$ cat src/rtl/i2c_slave_responder_if.sv
// Open-drain I2C bus bundle between a master bench and the slave responder.
// The slave samples the resolved levels and drives pad enables.
interface i2c_slave_responder_if;
  logic scl_i;
  logic sda_i;
  logic slv_scl_pad_o;
  logic slv_scl_pad_oe;
  logic slv_sda_pad_o;
  logic slv_sda_pad_oe;

  modport slave (
    input  scl_i, sda_i,
    output slv_scl_pad_o, slv_scl_pad_oe, slv_sda_pad_o, slv_sda_pad_oe
  );

  modport master (
    output scl_i, sda_i,
    input  slv_scl_pad_o, slv_scl_pad_oe, slv_sda_pad_o, slv_sda_pad_oe
  );
endinterface

$ cat src/rtl/i2c_slave_responder.sv
// I2C target with one 7-bit address and a small byte-addressed register file.
// Writes set a pointer then store data; reads stream data from the pointer.
module i2c_slave_responder #(
  parameter logic [6:0] SLAVE_ADDR = 7'h50,
  parameter int         MEM_DEPTH  = 16
) (
  input  logic                         PCLK,
  input  logic                         PRESET,
  i2c_slave_responder_if.slave         bus,
  output logic                         busy,
  output logic                         wr_strobe,
  input  logic [$clog2(MEM_DEPTH)-1:0] dbg_addr,
  output logic [7:0]                   dbg_data
);
  localparam int PW = $clog2(MEM_DEPTH);

  typedef enum logic [3:0] {
    IDLE, ADDR, ADDR_ACK, WR_PTR, WR_PTR_ACK,
    WR_DATA, WR_ACK, RD_DATA, RD_ACK, IGNORE
  } state_t;

  state_t        state, state_nxt;
  logic [2:0]    scl_sync, sda_sync;
  logic [3:0]    bit_cnt, bit_cnt_nxt;
  logic [7:0]    shreg, shreg_nxt;
  logic [7:0]    tx, tx_nxt;
  logic [PW-1:0] ptr, ptr_nxt, ptr_inc;
  logic          sda_oe, oe_nxt;
  logic          busy_nxt, strobe_nxt, rw, rw_nxt, mem_we;
  logic [7:0]    mem [MEM_DEPTH];

  logic scl_rise, scl_fall, start_det, stop_det, sda_s, shifting;

  // Stage boundary: two-flop synchronizers plus an edge-detect stage
  always_ff @(posedge PCLK or posedge PRESET) begin
    if (PRESET) begin
      scl_sync <= 3'b111;
      sda_sync <= 3'b111;
    end else begin
      scl_sync <= {scl_sync[1:0], bus.scl_i};
      sda_sync <= {sda_sync[1:0], bus.sda_i};
    end
  end

  assign sda_s     = sda_sync[1];
  assign scl_rise  = scl_sync[1] & ~scl_sync[2];
  assign scl_fall  = ~scl_sync[1] & scl_sync[2];
  assign start_det = scl_sync[1] & scl_sync[2] & sda_sync[2] & ~sda_sync[1];
  assign stop_det  = scl_sync[1] & scl_sync[2] & ~sda_sync[2] & sda_sync[1];
  assign shifting  = (state == ADDR) || (state == WR_PTR) || (state == WR_DATA);
  assign ptr_inc   = ptr + PW'(1);

  always_comb begin
    state_nxt   = state;
    bit_cnt_nxt = bit_cnt;
    shreg_nxt   = shreg;
    tx_nxt      = tx;
    ptr_nxt     = ptr;
    oe_nxt      = sda_oe;
    busy_nxt    = busy;
    rw_nxt      = rw;
    strobe_nxt  = 1'b0;
    mem_we      = 1'b0;
    // Bus conditions override any bit edge seen in the same cycle
    if (start_det) begin
      state_nxt   = ADDR;
      bit_cnt_nxt = 4'd0;
      oe_nxt      = 1'b0;
    end else if (stop_det) begin
      state_nxt = IDLE;
      oe_nxt    = 1'b0;
      busy_nxt  = 1'b0;
    end else begin
      if (scl_rise && shifting && bit_cnt != 4'd8) begin
        shreg_nxt   = {shreg[6:0], sda_s};
        bit_cnt_nxt = bit_cnt + 4'd1;
      end
      case (state)
        ADDR: if (scl_fall && bit_cnt == 4'd8) begin
          if (shreg[7:1] == SLAVE_ADDR) begin
            state_nxt = ADDR_ACK;
            oe_nxt    = 1'b1;
            busy_nxt  = 1'b1;
            rw_nxt    = shreg[0];
          end else begin
            state_nxt = IGNORE;
            oe_nxt    = 1'b0;
          end
        end
        ADDR_ACK: if (scl_fall) begin
          if (rw) begin
            state_nxt   = RD_DATA;
            tx_nxt      = {mem[ptr][6:0], 1'b0};
            oe_nxt      = ~mem[ptr][7];
            bit_cnt_nxt = 4'd1;
          end else begin
            state_nxt   = WR_PTR;
            oe_nxt      = 1'b0;
            bit_cnt_nxt = 4'd0;
          end
        end
        WR_PTR: if (scl_fall && bit_cnt == 4'd8) begin
          ptr_nxt   = shreg[PW-1:0];
          oe_nxt    = 1'b1;
          state_nxt = WR_PTR_ACK;
        end
        WR_PTR_ACK, WR_ACK: if (scl_fall) begin
          oe_nxt      = 1'b0;
          state_nxt   = WR_DATA;
          bit_cnt_nxt = 4'd0;
        end
        WR_DATA: if (scl_fall && bit_cnt == 4'd8) begin
          mem_we     = 1'b1;
          ptr_nxt    = ptr_inc;
          strobe_nxt = 1'b1;
          oe_nxt     = 1'b1;
          state_nxt  = WR_ACK;
        end
        RD_DATA: if (scl_fall) begin
          if (bit_cnt == 4'd8) begin
            oe_nxt    = 1'b0;
            state_nxt = RD_ACK;
          end else begin
            oe_nxt      = ~tx[7];
            tx_nxt      = {tx[6:0], 1'b0};
            bit_cnt_nxt = bit_cnt + 4'd1;
          end
        end
        RD_ACK: if (scl_rise) begin
          ptr_nxt = ptr_inc;
          if (!sda_s) begin
            tx_nxt      = mem[ptr_inc];
            bit_cnt_nxt = 4'd0;
            state_nxt   = RD_DATA;
          end else begin
            state_nxt = IGNORE;
          end
        end
        default: ;
      endcase
    end
  end

  // Stage boundary: control state registers
  always_ff @(posedge PCLK or posedge PRESET) begin
    if (PRESET) begin
      state     <= IDLE;
      bit_cnt   <= 4'd0;
      ptr       <= '0;
      sda_oe    <= 1'b0;
      busy      <= 1'b0;
      wr_strobe <= 1'b0;
      rw        <= 1'b0;
    end else begin
      state     <= state_nxt;
      bit_cnt   <= bit_cnt_nxt;
      ptr       <= ptr_nxt;
      sda_oe    <= oe_nxt;
      busy      <= busy_nxt;
      wr_strobe <= strobe_nxt;
      rw        <= rw_nxt;
    end
  end

  always_ff @(posedge PCLK) begin
    shreg <= shreg_nxt;
    tx    <= tx_nxt;
  end

  always_ff @(posedge PCLK or posedge PRESET) begin
    if (PRESET) begin
      for (int i = 0; i < MEM_DEPTH; i++) mem[i] <= 8'h00;
    end else if (mem_we) begin
      mem[ptr] <= shreg;
    end
  end

  assign dbg_data           = mem[dbg_addr];
  assign bus.slv_scl_pad_o  = 1'b0;
  assign bus.slv_scl_pad_oe = 1'b0;
  assign bus.slv_sda_pad_o  = 1'b0;
  assign bus.slv_sda_pad_oe = sda_oe;
endmodule

$ cat src/flat_wrapper.sv
// flat-port wrapper written by rule: the top's interface ports become plain ports
module i2c_slave_responder_flat 
#(
  parameter logic [6:0] SLAVE_ADDR = 7'h50,
  parameter int         MEM_DEPTH  = 16
)
  (PCLK, PRESET, busy, wr_strobe, dbg_addr, dbg_data, bus_scl_i, bus_sda_i, bus_slv_scl_pad_o, bus_slv_scl_pad_oe, bus_slv_sda_pad_o, bus_slv_sda_pad_oe);
  i2c_slave_responder_if bus_i ();
  input  logic PCLK;
  input  logic PRESET;
  output logic busy;
  output logic wr_strobe;
  input  logic [$clog2(MEM_DEPTH)-1:0] dbg_addr;
  output logic [7:0] dbg_data;
  input wire logic [$bits(bus_i.scl_i)-1:0] bus_scl_i;
  input wire logic [$bits(bus_i.sda_i)-1:0] bus_sda_i;
  output wire logic [$bits(bus_i.slv_scl_pad_o)-1:0] bus_slv_scl_pad_o;
  output wire logic [$bits(bus_i.slv_scl_pad_oe)-1:0] bus_slv_scl_pad_oe;
  output wire logic [$bits(bus_i.slv_sda_pad_o)-1:0] bus_slv_sda_pad_o;
  output wire logic [$bits(bus_i.slv_sda_pad_oe)-1:0] bus_slv_sda_pad_oe;
  assign bus_i.scl_i = bus_scl_i;
  assign bus_i.sda_i = bus_sda_i;
  assign bus_slv_scl_pad_o = bus_i.slv_scl_pad_o;
  assign bus_slv_scl_pad_oe = bus_i.slv_scl_pad_oe;
  assign bus_slv_sda_pad_o = bus_i.slv_sda_pad_o;
  assign bus_slv_sda_pad_oe = bus_i.slv_sda_pad_oe;
  i2c_slave_responder #(.SLAVE_ADDR(SLAVE_ADDR), .MEM_DEPTH(MEM_DEPTH)) u_core (.PCLK(PCLK), .PRESET(PRESET), .bus(bus_i), .busy(busy), .wr_strobe(wr_strobe), .dbg_addr(dbg_addr), .dbg_data(dbg_data));
endmodule
$ cat config.mk
export PLATFORM = sky130hd
export DESIGN_NAME = i2c_slave_responder_flat
export DESIGN_NICKNAME = d
export VERILOG_FILES = /design/src/rtl/i2c_slave_responder_if.sv /design/src/rtl/i2c_slave_responder.sv /design/src/flat_wrapper.sv
export SDC_FILE = /design/constraint.sdc
export NUM_CORES = 1
export LEC_CHECK = 0
export BUFFER_PORTS_ARGS = -buffer_cell sky130_fd_sc_hd__buf_2
export CAP_MARGIN = 20
export CORE_ASPECT_RATIO = 0.75
export CORE_MARGIN = 1.5
export CORE_UTILIZATION = 64
export DETAILED_ROUTE_END_ITERATION = 10
export HOLD_SLACK_MARGIN = 0.05
export PLACE_DENSITY = 0.81
export SETUP_SLACK_MARGIN = 0.3
export SYNTH_ARGS = -nofsm -noshare
export SYNTH_HDL_FRONTEND = slang
export SYNTH_SLANG_ARGS = --single-unit
$ cat constraint.sdc
create_clock -name PCLK -period 6 [get_ports PCLK]
set_input_delay 0.3 -clock PCLK [delete_from_list [all_inputs] [get_ports PCLK]]
set_output_delay 0.3 -clock PCLK [all_outputs]
set_load 0.01 [all_outputs]
==> results of run 1 <==
==> layout make-up <==
cell class / count / area share
multi-input combinational: 489 / 0.5062
sequential: 166 / 0.3917
clock buffer: 20 / 0.04213
tap: 205 / 0.02366
timing repair buffer: 31 / 0.01928
clock inverter: 12 / 0.01385
inverter: 8 / 0.003232
==> registers in the layout, summed over array words and instances (netlist names) <==
register	cells
u_core.bus.slv_sda_pad_oe	1
u_core.scl_sync	3
u_core.sda_sync	3
u_core.ptr	4
u_core.mem	128
u_core.busy	1
u_core.bit_cnt	4
u_core.rw	1
u_core.state	4
u_core.wr_strobe	1
u_core.tx	8
u_core.shreg	8
==> final timing paths <==
kind	from	end	depth (start not counted)
max	u_core.ptr[0]	u_core.tx[4]	8
min reg2reg	u_core.sda_sync[0]	u_core.sda_sync[1]	0
min	PRESET	u_core.mem[7]	2
max reg2reg	u_core.ptr[0]	u_core.tx[4]	8
max in group asynchronous	PRESET	u_core.ptr[0]	3
min in group PCLK	u_core.sda_sync[0]	u_core.sda_sync[1]	0
==> synth_stat cells, drive strengths merged (2+ instances only) <==
cell type	n
a211oi	12
a21o	3
a21oi	22
a221o	8
a22oi	2
and3	3
buf	25
clkbuf	33
dfrtp	144
dfstp	6
edfxtp	16
ha	6
inv	8
mux2	136
mux2i	20
mux4	103
nand2	30
nand2b	5
nand3	12
nand4	2
nor2	30
nor2b	14
nor3	13
nor3b	2
o211ai	5
o21ai	26
o221ai	2
o22a	2
o22ai	4
or2	3
xor2	3
==> kinds of logic after synthesis <==
logic type               share of synthesized area
multiplexers                                0.4057
flip-flops                                  0.4247
AND/OR/NAND/NOR                            0.06715
AO/OA/AOI/OAI                              0.06340
buffers and inverters                      0.02769
adder cells (fa/ha/maj)                   0.007517
XOR/XNOR                                  0.003509
other                                    0.0003755
==> per-layer routing <==
metal  vias up  GRT usage
li1       2814          -
met1      3644     0.5103
met2       475     0.4973
met3        62    0.08148
met4         0     0.1247
met5         -          0
==> report_power, final <==
group / switching [uW] / internal, uW
clock network: 455 / 676
registers: 210 / 1190
logic: 719 / 507
==> stage by stage <==
stage | worst slack, ns | hold WS, ns
final | 2.423 | 0.02129
after global routing | 2.342 | 0.09812
after CTS | 2.168 | 0.08027
after detailed placement | 2.369 | 0.3562
after global placement | 2.471 | 0.3479
after floorplan | 1.674 | 0.3045
==> worst register-to-register path, cell delays in order (launching register included) <==
cell and delay, ns:
sky130_fd_sc_hd__dfrtp_4 0.72, sky130_fd_sc_hd__buf_4 0.69, sky130_fd_sc_hd__ha_1 0.38, sky130_fd_sc_hd__xor2_2 0.15, sky130_fd_sc_hd__buf_4 0.38, sky130_fd_sc_hd__nor2b_1 0.09
sky130_fd_sc_hd__a211oi_1 0.36, sky130_fd_sc_hd__a21oi_1 0.15, sky130_fd_sc_hd__a221o_1 0.39
==> repair_timing <==
item                                   4_1_cts  5_1_grt
resized for setup                            0        0
endpoints found under the hold margin        2        0
hold buffers                                 2        0
==> qor.tcl, run 1 <==
set qor(n_antenna_cell) 0
set qor(wire_per_inst_microns) 28.17
set qor(final_layout_size_suffix_gt1_frac) 0.4518
set qor(layout.area.seq_sq_um) 4245
set qor(largest_net_degree_at_the_start_of_global_routing) 97
set qor(path_max_fanout) 44
set qor(critPathKind) {flop to flop}
set qor(die_area_sq_um) 16370
set qor(top_layer_used) {met4}
set qor(ant_nets) 0
set qor(slew_viol_final) 0
set qor(mappedNetlistArea_sq_um) 9987
set qor(grt_util_all_layers) 0.3427
set qor(setup_viol) 0
set qor(htreeDepth) 4
set qor(cellPowerDensity_nw_per_um2) 346.8
set qor(clk_root_buffer_cell) {sky130_fd_sc_hd__clkbuf_16}
set qor(timing.clock.skew_ns) 0.006231
set qor(clock_sink_count) 166
set qor(route.detailed.vias_per_inst) 7.513
set qor(core_area_sq_um) 15220
set qor(power_leakage_uw) 0.004626
set qor(layout.filler_cells) 991
set qor(overflow) 0
set qor(stdcell_count) 931
set qor(initial_antenna_violation_count) 0
set qor(timing.critical_path.mode_cell) {sky130_fd_sc_hd__buf_4}
set qor(slew_headroom) 0.3197
set qor(drt-total-wl_microns) 26220
set qor(worstPathBufferInverterCount) 2
set qor(synthDominantCellAreaShare) 0.3608
set qor(final_critical_path_time_including_i_o_delays_and_setup_ns) 3.578
set qor(power_uw) 3758
set qor(outcome) {finished clean}
set qor(via_count_of_the_first_global_routing_pass) 6802
set qor(post_synth_main_area_contributors) {sky130_fd_sc_hd__dfrtp_1 (36%), sky130_fd_sc_hd__mux4_2 (23%), sky130_fd_sc_hd__mux2_2 (15%)}
set qor(rsz0062_at_grt) {false}
set qor(nNetsFinal) 727
set qor(num_rows) 39
set qor(peakVddDrop_v) 0.0002677
set qor(met2_wirelength_microns) 12120
set qor(max_cap_viol_count) 0
set qor(drt_drc_violations_left) 0
set qor(critical_path_arrival_ns) 3.75
set qor(tritoncts.num_buffers) 17
set qor(ff2ff_setup_slack_ns) 2.42
set qor(synth.ff_latch_count) 166
set qor(cts_post_setup_buffers_inserted) 0
set qor(area_of_combinational_cells_with_multiple_inputs_sq_um) 5487
set qor(die_width_microns) 147.2
set qor(data_required_time_of_the_critical_path_ns) 6.17
set qor(synthDistinctLibCells) 58
set qor(yosys_warnings) 0
set qor(cp-start-kind) {flop}
set qor(flow.area_growth_from_synthesis_pct) 8.531
set qor(postLayoutCellArea_sq_um) 10840
set qor(cpLargestDelayFamily) {buffers and inverters}
set qor(final.period_utilization) 0.5963
set qor(cts.path.max_buffers) 2
set qor(first_pass_iters) 6
set qor(globalplace.congestion) 0.8978
set qor(layout.cells.most_common) {sky130_fd_sc_hd__dfrtp_1}
set qor(cp_slowest_cell) {sky130_fd_sc_hd__dfrtp_4}
set qor(worstPathCellList) {buf_4 -> ha_1 -> xor2_2 -> buf_4 -> nor2b_1 -> a211oi_1 -> a21oi_1 -> a221o_1}
set qor(synth_async_sr_flop_share) 0.9036
set qor(crit_end_element) {flop}
set qor(worst_tran_pin_value_ns) 1.020
set qor(grt_first_pass_wirelength_microns) 41290
set qor(postPlaceCellArea_sq_um) 10190
set qor(post-synth-top-area-cell) {sky130_fd_sc_hd__dfrtp_1}
set qor(fin_setup_tns_ns) 0
set qor(max_stage_delay_ns) 0.72
set qor(average_cell_area_after_synthesis_sq_um) 13.89
set qor(max_freq_mhz) 279.5
set qor(hpwl_microns) 16400
set qor(hold_violations) 0
set qor(die-height_microns) 111.2
set qor(number_of_drc_markers_in_iteration_0) 791
set qor(io_pins) 22
set qor(yosysSeqAreaShare) 0.4247
set qor(path_clk_slew_ns) 0.06
set qor(synthFlopType) {sky130_fd_sc_hd__dfrtp_1}
set qor(synth_edf_count) 16
set qor(fin_util) 0.7119
set qor(timing.hold.worst.class) {input port to asynchronous set/reset pin}
set qor(worstSkewPairLatency_ns) 0.43
set qor(port_buffers) 18
set qor(count_of_mapped_cells_out_of_synthesis) 719
set qor(tritoncts) {built}
set qor(routedLengthMet1_microns) 10580
set qor(met3RoutedLength_microns) 2738
set qor(placed_cells) 896
set qor(initial_core_util) 0.6560
set qor(detailroute.via_count) 6995
set qor(mostFrequentLayoutCells) {sky130_fd_sc_hd__dfrtp_1 (143), sky130_fd_sc_hd__mux2_2 (135), sky130_fd_sc_hd__mux4_2 (103)}
Power figures use the tool's default switching activity.
==> run 2, diff against run 1 <==
Settings changed: ABC_AREA set to 1, CORE_UTILIZATION 64 to 58, PLACE_DENSITY 0.81 to 0.78.
Clock period 6 ns to 3.2 ns, I/O delays scaled along.
==> run 2 against run 1 <==
Against the previous run: cell count increased by 79%; combinational power increased to 3.3 times the previous value; critical path type unchanged; via count increased by 47%; final area increased by 5.6%; clock power increased by 96%; clock-buffer cell count increased by 3; largest power group is now combinational logic; non-clock buffer count increased by 11; setup slack got worse by 1.8 ns; first-iteration DRC count increased by 100%; fmax increased by 41%; power increased by 130%; synthesized cell count increased by 100%.
==> qor.tcl, run 2 <==
set qor(post_synth_main_area_contributors) {sky130_fd_sc_hd__dfrtp_1 (34%), sky130_fd_sc_hd__nand2_1 (14%), sky130_fd_sc_hd__o21ai_0 (7.2%)}
set qor(drt-total-wl_microns) 32320 ;# +23%
set qor(die_area_sq_um) 19290 ;# +18%
set qor(fin_setup_tns_ns) 0 ;# unchanged
set qor(synthFlopType) {sky130_fd_sc_hd__dfrtp_1}
set qor(nNetsFinal) 1427 ;# +96%
set qor(clock_sink_count) 166 ;# unchanged
set qor(cts.path.max_buffers) 2 ;# unchanged
set qor(data_required_time_of_the_critical_path_ns) 3.37 ;# -2.80 ns
set qor(port_buffers) 18 ;# unchanged
set qor(htreeDepth) 4 ;# unchanged
set qor(post-synth-top-area-cell) {sky130_fd_sc_hd__dfrtp_1}
set qor(path_max_fanout) 67 ;# +52%
set qor(average_cell_area_after_synthesis_sq_um) 7.369 ;# -47%
set qor(core_area_sq_um) 17870 ;# +17%
set qor(layout.cells.most_common) {sky130_fd_sc_hd__nand2_1}
set qor(count_of_mapped_cells_out_of_synthesis) 1453 ;# +100%
set qor(grt_first_pass_wirelength_microns) 51480 ;# +25%
set qor(worstSkewPairLatency_ns) 0.44 ;# about the same
set qor(met2_wirelength_microns) 13580 ;# +12%
set qor(timing.critical_path.mode_cell) {sky130_fd_sc_hd__nand3_1}
set qor(max_freq_mhz) 393.7 ;# +41%
set qor(routedLengthMet1_microns) 14220 ;# +34%
set qor(timing.clock.skew_ns) 0.01259 ;# +0.006361 ns
set qor(final.period_utilization) 0.7937 ;# +0.1975
set qor(tritoncts.num_buffers) 17 ;# unchanged
set qor(hold_violations) 0 ;# unchanged
set qor(max_stage_delay_ns) 0.53 ;# -0.19 ns
set qor(fin_worst_hold_slack_ns) 0.3568 ;# +0.3355 ns
set qor(drt_drc_violations_left) 0 ;# unchanged
set qor(post_synth_most_frequent_cells) {sky130_fd_sc_hd__nand2_1 (408), sky130_fd_sc_hd__o21ai_0 (155), sky130_fd_sc_hd__dfrtp_1 (144)}
set qor(regMostFlops) {u_core.mem}
set qor(synth_async_sr_flop_share) 0.9036 ;# unchanged
set qor(crit_end_element) {flop}
set qor(synth_edf_count) 16 ;# unchanged
set qor(pre_cts_ws_ns) 0.7437 ;# -1.625 ns
set qor(mostFrequentLayoutCells) {sky130_fd_sc_hd__nand2_1 (408), sky130_fd_sc_hd__o21ai_0 (155), sky130_fd_sc_hd__dfrtp_1 (143)}
set qor(top_layer_used) {met4}
set qor(largest_net_degree_at_the_start_of_global_routing) 151 ;# +56%
set qor(final_critical_path_setup_slack_ns) 0.6600 ;# -1.762 ns
set qor(path_clk_slew_ns) 0.07 ;# about the same
set qor(layout.filler_cells) 1574 ;# +59%
set qor(first_pass_iters) 6 ;# unchanged
set qor(initial_antenna_violation_count) 1 ;# +1
set qor(setup_viol) 0 ;# unchanged
set qor(num_rows) 42 ;# +7.7%
set qor(biggestRegsByFlops) {u_core.mem (128), u_core.shreg (8), u_core.tx (8)}
set qor(hpwl_microns) 21720 ;# +32%
set qor(slew_headroom) 0.4292 ;# +0.1095
set qor(grt_util_all_layers) 0.3466 ;# +0.003931
set qor(clk_root_buffer_cell) {sky130_fd_sc_hd__clkbuf_16}
set qor(ant_nets) 0 ;# unchanged
set qor(synth.ff_latch_count) 166 ;# unchanged
set qor(peakVddDrop_v) 0.0006924 ;# +160%
set qor(yosysSeqAreaShare) 0.3961 ;# -0.02858
set qor(die_width_microns) 159.9 ;# +8.6%
set qor(route.detailed.vias_per_inst) 6.183 ;# -18%
set qor(largest_register_ff_count) 128 ;# unchanged
set qor(globalplace.congestion) 0.9517 ;# +6.0%
set qor(cp-start-kind) {flop}
set qor(cellPowerDensity_nw_per_um2) 768.9 ;# +120%
set qor(via_count_of_the_first_global_routing_pass) 9119 ;# +34%
set qor(tritoncts) {built}
set qor(initial_core_util) 0.5993 ;# -0.05668
set qor(worst_tran_pin_value_ns) 0.8553 ;# -0.1652 ns
set qor(yosys_warnings) 0 ;# unchanged
set qor(worstPathCellList) {buf_4 -> nand3_1 -> xor2_2 -> inv_2 -> nand3_1 -> nand2_1 -> nand2_1 -> nand3_1}
set qor(slew_viol_final) 0 ;# unchanged
set qor(cell_with_the_most_instances_after_synthesis) {sky130_fd_sc_hd__nand2_1}
set qor(synthDominantCellAreaShare) 0.3365 ;# -0.02428
set qor(final_critical_path_time_including_i_o_delays_and_setup_ns) 2.540 ;# -1.038 ns
set qor(cp_slowest_cell) {sky130_fd_sc_hd__xor2_2}
set qor(wire_per_inst_microns) 19.39 ;# -31%
set qor(met3RoutedLength_microns) 4080 ;# +49%
set qor(outcome) {finished clean}
set qor(die-height_microns) 120.7 ;# +8.5%
set qor(critPathKind) {flop to flop}
set qor(final_layout_size_suffix_gt1_frac) 0.1151 ;# -0.3367
set qor(power_leakage_uw) 0.005314 ;# +15%
set qor(n_antenna_cell) 0 ;# unchanged
set qor(critical_path_arrival_ns) 2.71 ;# -1.04 ns
set qor(timing.hold.worst.class) {flop to flop}
set qor(mappedNetlistArea_sq_um) 10710 ;# +7.2%
set qor(detailroute.via_count) 10310 ;# +47%
set qor(rsz0062_at_grt) {false}
set qor(number_of_drc_markers_in_iteration_0) 1594 ;# +100%
set qor(overflow) 0 ;# unchanged
set qor(io_pins) 22 ;# unchanged
set qor(max_cap_viol_count) 0 ;# unchanged
set qor(synthDistinctLibCells) 36 ;# -38%
set qor(flow.area_growth_from_synthesis_pct) 6.859
run 2: changes by cell type in the layout (fill, tap and decap cells not counted), moves of 14 or more:
cell | before | now
sky130_fd_sc_hd__o221ai_1 | 2 | 17
sky130_fd_sc_hd__nand3_1 | 12 | 87
sky130_fd_sc_hd__o21ai_2 | 0 | 45
sky130_fd_sc_hd__o21ai_1 | 2 | 82
sky130_fd_sc_hd__o211ai_1 | 5 | 65
sky130_fd_sc_hd__nand2_1 | 30 | 408
sky130_fd_sc_hd__mux2_2 | 135 | 0
sky130_fd_sc_hd__nand2_4 | 0 | 14
sky130_fd_sc_hd__nor2b_1 | 14 | 0
sky130_fd_sc_hd__o21ai_0 | 24 | 155
sky130_fd_sc_hd__mux2i_1 | 20 | 0
sky130_fd_sc_hd__inv_1 | 7 | 104
sky130_fd_sc_hd__mux4_2 | 103 | 0
sky130_fd_sc_hd__a21oi_1 | 22 | 132
run 2: final timing paths:
| check | from | endpoint | cells past startpoint | slack, ns |
|---|---|---|---|---|
| max | u_core.ptr[0] | u_core.tx[7] | 8 | 0.66 |
| min | u_core.sda_sync[0] | u_core.sda_sync[1] | 0 | 0.36 |
| max reg2reg | u_core.ptr[0] | u_core.tx[7] | 8 | 0.66 |
| min reg2reg | u_core.sda_sync[0] | u_core.sda_sync[1] | 0 | 0.36 |
| max in group asynchronous | PRESET | u_core.ptr[0] | 4 | 2.02 |
| min in group asynchronous | PRESET | u_core.mem[96] | 4 | 0.50 |
run 2: area by class of cell:
| cell class | instances | area [sq um] | area share |
|---|---|---|---|
| multi-input combinational | 1073 | 5502 | 0.4808 |
| sequential | 166 | 4245 | 0.3710 |
| clock buffer | 23 | 531.8 | 0.04647 |
| inverter | 113 | 434.2 | 0.03794 |
| timing repair buffer | 42 | 317.8 | 0.02777 |
| tap | 242 | 302.8 | 0.02646 |
| clock inverter | 8 | 108.9 | 0.009513 |
run 2: metrics by stage:
| step | std cells | utilization | total power [uW] | area (sq um) |
|---|---|---|---|---|
| after CTS | 1667 | 0.6404 | 8655 | 11440 |
| after floorplan | 1455 | - | 5461 | 10720 |
| after global placement | 1633 | 0.6029 | 6381 | 10770 |
| after global routing | 1667 | 0.6404 | 9284 | 11440 |
| after detailed placement | 1633 | 0.6029 | 6441 | 10770 |
| final | 1667 | 0.6404 | 8798 | 11440 |
run 2: logic make-up (layout without fill, tap and decap cells):
group           after synthesis  after routing  synth area share
other cells                   1              3         0.0003502
flops                       166            166            0.3961
buf+inv                     216            186           0.09103
compound gates              497            497            0.2695
fa+ha+maj                     6              6          0.007011
simple gates                563            563            0.2314
xor+xnor                      4              4          0.004675
run 2: worst max-delay path: cells and delay by family (launching register included):
family,cells,cell delay [ns]
XOR/XNOR,1,0.53
buffers and inverters,2,0.74
AND/OR/NAND/NOR,5,0.56
flip-flops,1,0.44
run 2: where the power goes:
group	total (uW)	internal [uW]	leakage, uW	switching (uW)
sequential	2510	2330	0.00221	173
clock	2220	1330	0.000303	890
combinational	4070	1190	0.00280	2870
total	8800	4860	0.00531	3940
run 2: what timing repair did:
item                      CTS  global route
gates resized for setup     0             0
setup buffers               0             0
hold endpoints to repair  108             0
hold buffers                3             0
run 2: per-layer routing:
metal,global-route usage,up-vias
li1,-,4837
met1,0.5286,4789
met2,0.4954,640
met3,0.08302,41
met4,0.07769,0
met5,0,-
==> run 3, diff against run 2 <==
Settings changed: CORE_UTILIZATION 58 to 64, PLACE_DENSITY 0.78 to 0.81.
Clock period 3.2 ns to 2.65 ns, I/O delays scaled along.
==> run 3 against run 2 <==
Against the previous run: clock skew decreased by 0.0023 ns; clock-buffer cell count is 4 lower; critical path depth unchanged; first-iteration DRC count increased by 5.6%; largest power group unchanged.
==> qor.tcl, run 3 (synthesis results as in run 2) <==
set qor(peakVddDrop_v) 0.0008070 ;# +17%
set qor(grt_first_pass_wirelength_microns) 51920 ;# +0.84%
set qor(use_met1) 0.5420 ;# +0.01332
set qor(nNetsFinal) 1434 ;# +0.49%
set qor(flow.area_growth_from_synthesis_pct) 6.801 ;# about the same
set qor(crit_end_element) {flop}
set qor(layout.cells.most_common) {sky130_fd_sc_hd__nand2_1}
set qor(htreeDepth) 4 ;# unchanged
set qor(slew_viol_final) 0 ;# unchanged
set qor(core_area_sq_um) 16170 ;# -9.5%
set qor(largest_register_ff_count) 128 ;# unchanged
set qor(initial_core_util) 0.6624 ;# +0.06308
set qor(setup_viol) 0 ;# unchanged
set qor(final_layout_size_suffix_gt1_frac) 0.1214 ;# +0.006336
set qor(fin_setup_tns_ns) 0 ;# unchanged
set qor(slew_headroom) 0.3131 ;# -0.1161
set qor(die-height_microns) 115.0 ;# -4.7%
set qor(ant_nets) 0 ;# unchanged
set qor(clock_sink_count) 166 ;# unchanged
set qor(outcome) {finished clean}
set qor(data_required_time_of_the_critical_path_ns) 2.80 ;# -0.57 ns
set qor(drt-total-wl_microns) 32790 ;# +1.4%
set qor(power_uw) 10650 ;# +21%
set qor(route.detailed.vias_per_inst) 6.411 ;# +3.7%
set qor(rsz0062_at_grt) {false}
set qor(drt_drc_violations_left) 0 ;# unchanged
set qor(cp-start-kind) {flop}
set qor(cpLargestDelayFamily) {simple AND/OR/NAND/NOR gates}
set qor(max_stage_delay_ns) 0.48 ;# -0.05 ns
set qor(die_width_microns) 152.4 ;# -4.7%
set qor(wire_per_inst_microns) 19.96 ;# +2.9%
set qor(postLayoutCellArea_sq_um) 11440 ;# about the same
set qor(die_area_sq_um) 17520 ;# -9.2%
set qor(timing.hold.worst.class) {input port to asynchronous set/reset pin}
set qor(critPathKind) {flop to flop}
set qor(io_pins) 22 ;# unchanged
set qor(postPlaceCellArea_sq_um) 10800 ;# +0.23%
set qor(via_count_of_the_first_global_routing_pass) 9468 ;# +3.8%
set qor(tritoncts) {built}
set qor(cts.path.max_buffers) 2 ;# unchanged
set qor(largest_net_degree_at_the_start_of_global_routing) 130 ;# -14%
set qor(path_max_fanout) 14 ;# -79%
set qor(hpwl_microns) 22340 ;# +2.9%
set qor(timing.clock.skew_ns) 0.01034 ;# -0.002252 ns
set qor(initial_antenna_violation_count) 0 ;# -1
set qor(globalplace.congestion) 0.9771 ;# +2.7%
set qor(clk_root_buffer_cell) {sky130_fd_sc_hd__clkbuf_16}
set qor(power_leakage_uw) 0.005333 ;# +0.36%
set qor(critical_path_arrival_ns) 2.39 ;# -0.32 ns
set qor(num_rows) 40 ;# -4.8%
set qor(worstSkewPairLatency_ns) 0.44 ;# about the same
set qor(worstPathBufferInverterCount) 3 ;# +1
set qor(grtUsageMet3) 0.09235 ;# +0.009329
set qor(mostFrequentLayoutCells) {sky130_fd_sc_hd__nand2_1 (408), sky130_fd_sc_hd__o21ai_0 (155), sky130_fd_sc_hd__dfrtp_1 (143)}
set qor(hold_violations) 0 ;# unchanged
set qor(max_freq_mhz) 445.7 ;# +13%
set qor(overflow) 0 ;# unchanged
set qor(worstPathCellList) {nand2_1 -> inv_1 -> nand2_1 -> inv_1 -> nand2_1 -> nand2_1 -> nor3_1 -> buf_4}
set qor(final_critical_path_time_including_i_o_delays_and_setup_ns) 2.244 ;# -0.2961 ns
set qor(detailroute.via_count) 10530 ;# +2.2%
set qor(first_pass_iters) 6 ;# unchanged
set qor(tritoncts.num_buffers) 17 ;# unchanged
set qor(path_clk_slew_ns) 0.07 ;# about the same
set qor(busiest_layer) {met2}
set qor(regMostFlops) {u_core.mem}
set qor(final.period_utilization) 0.8467 ;# +0.05301
set qor(cellPowerDensity_nw_per_um2) 930.9 ;# +21%
set qor(biggestRegsByFlops) {u_core.mem (128), u_core.shreg (8), u_core.tx (8)}
set qor(cp_slowest_cell) {sky130_fd_sc_hd__dfrtp_1}
set qor(global_route.usage.met2) 0.5662 ;# +0.07085
set qor(max_cap_viol_count) 0 ;# unchanged
set qor(timing.critical_path.mode_cell) {sky130_fd_sc_hd__nand2_1}
set qor(number_of_drc_markers_in_iteration_0) 1684 ;# +5.6%
set qor(n_antenna_cell) 0 ;# unchanged
set qor(grt_util_all_layers) 0.3855 ;# +0.03885
set qor(port_buffers) 18 ;# unchanged
set qor(worst_tran_pin_value_ns) 1.029 ;# +0.1739 ns
## run 3: cell types whose count changed in the layout (fill, tap and decap cells not counted)
cell / change
sky130_fd_sc_hd__ha_4: +1
sky130_fd_sc_hd__buf_6: +1
sky130_fd_sc_hd__clkinv_2: +2
sky130_fd_sc_hd__inv_1: -1
sky130_fd_sc_hd__inv_2: +1
sky130_fd_sc_hd__inv_8: +1
sky130_fd_sc_hd__buf_4: +5
sky130_fd_sc_hd__buf_12: +1
sky130_fd_sc_hd__inv_6: +2
sky130_fd_sc_hd__clkbuf_16: -3
sky130_fd_sc_hd__ha_2: -1
sky130_fd_sc_hd__nand3_1: -1
sky130_fd_sc_hd__nand3_2: +1
sky130_fd_sc_hd__clkbuf_8: -1
## run 3: final cells by class
type,count,area [sq um]
Clock buffer,19,442.9
Clock inverter,13,147.6
Fill cell,1329,4730
Inverter,113,434.2
Multi-Input combinational cell,1073,5517
Sequential cell,166,4245
Tap cell,210,262.8
Timing Repair Buffer,49,386.6
## run 3: timing repair
item / 4_1_cts / 5_1_grt
buffers inserted: 0 / 0
hold buffers: 3 / 0
gates resized for setup: 0 / 3
endpoints found under the hold margin: 17 / 0
endpoints found under the setup margin: 0 / 6
## run 3: path summary, 6_finish.rpt
path | start | end | slack (ns) | depth (start not counted)
setup / recovery | u_core.state[1] | u_core.tx[7] | 0.41 | 8
hold / removal | PRESET | u_core.mem[91] | 0.23 | 3
setup reg to reg | u_core.state[1] | u_core.tx[7] | 0.41 | 8
hold reg to reg | u_core.sda_sync[0] | u_core.sda_sync[1] | 0.36 | 0
max in group asynchronous | PRESET | u_core.scl_sync[2] | 1.68 | 4
min in group PCLK | bus_scl_i | u_core.scl_sync[0] | 0.34 | 2
## run 3: tightest hold or removal path, delay by kind of cell
kind | cells | cell delay, ns
buffers and inverters | 3 | 0.95
## run 3: routing by layer
metal	wire, microns	share of wire
met4	1404	0.043
met2	13900	0.42
met5	0	0
met1	13390	0.41
met3	4098	0.12
## run 3: where the power goes
group	total (uW)	leakage, uW	switching (uW)	internal, uW
Combinational	5090	0.00284	3560	1530
Sequential	3030	0.00221	211	2820
Clock	2530	0.000282	1100	1430
## run 3: metrics by stage
stage / hold WS [ns] / utilization / std cells / worst slack (ns)
after global placement: 0.1501 / 0.6679 / 1608 / 0.4924
after CTS: 0.2323 / 0.7063 / 1643 / 0.4393
after floorplan: 0.1370 / - / 1455 / 0.3262
final: 0.2333 / 0.7074 / 1643 / 0.4061
after global routing: 0.2759 / 0.7074 / 1643 / 0.3121
after detailed placement: 0.1537 / 0.6679 / 1608 / 0.4615
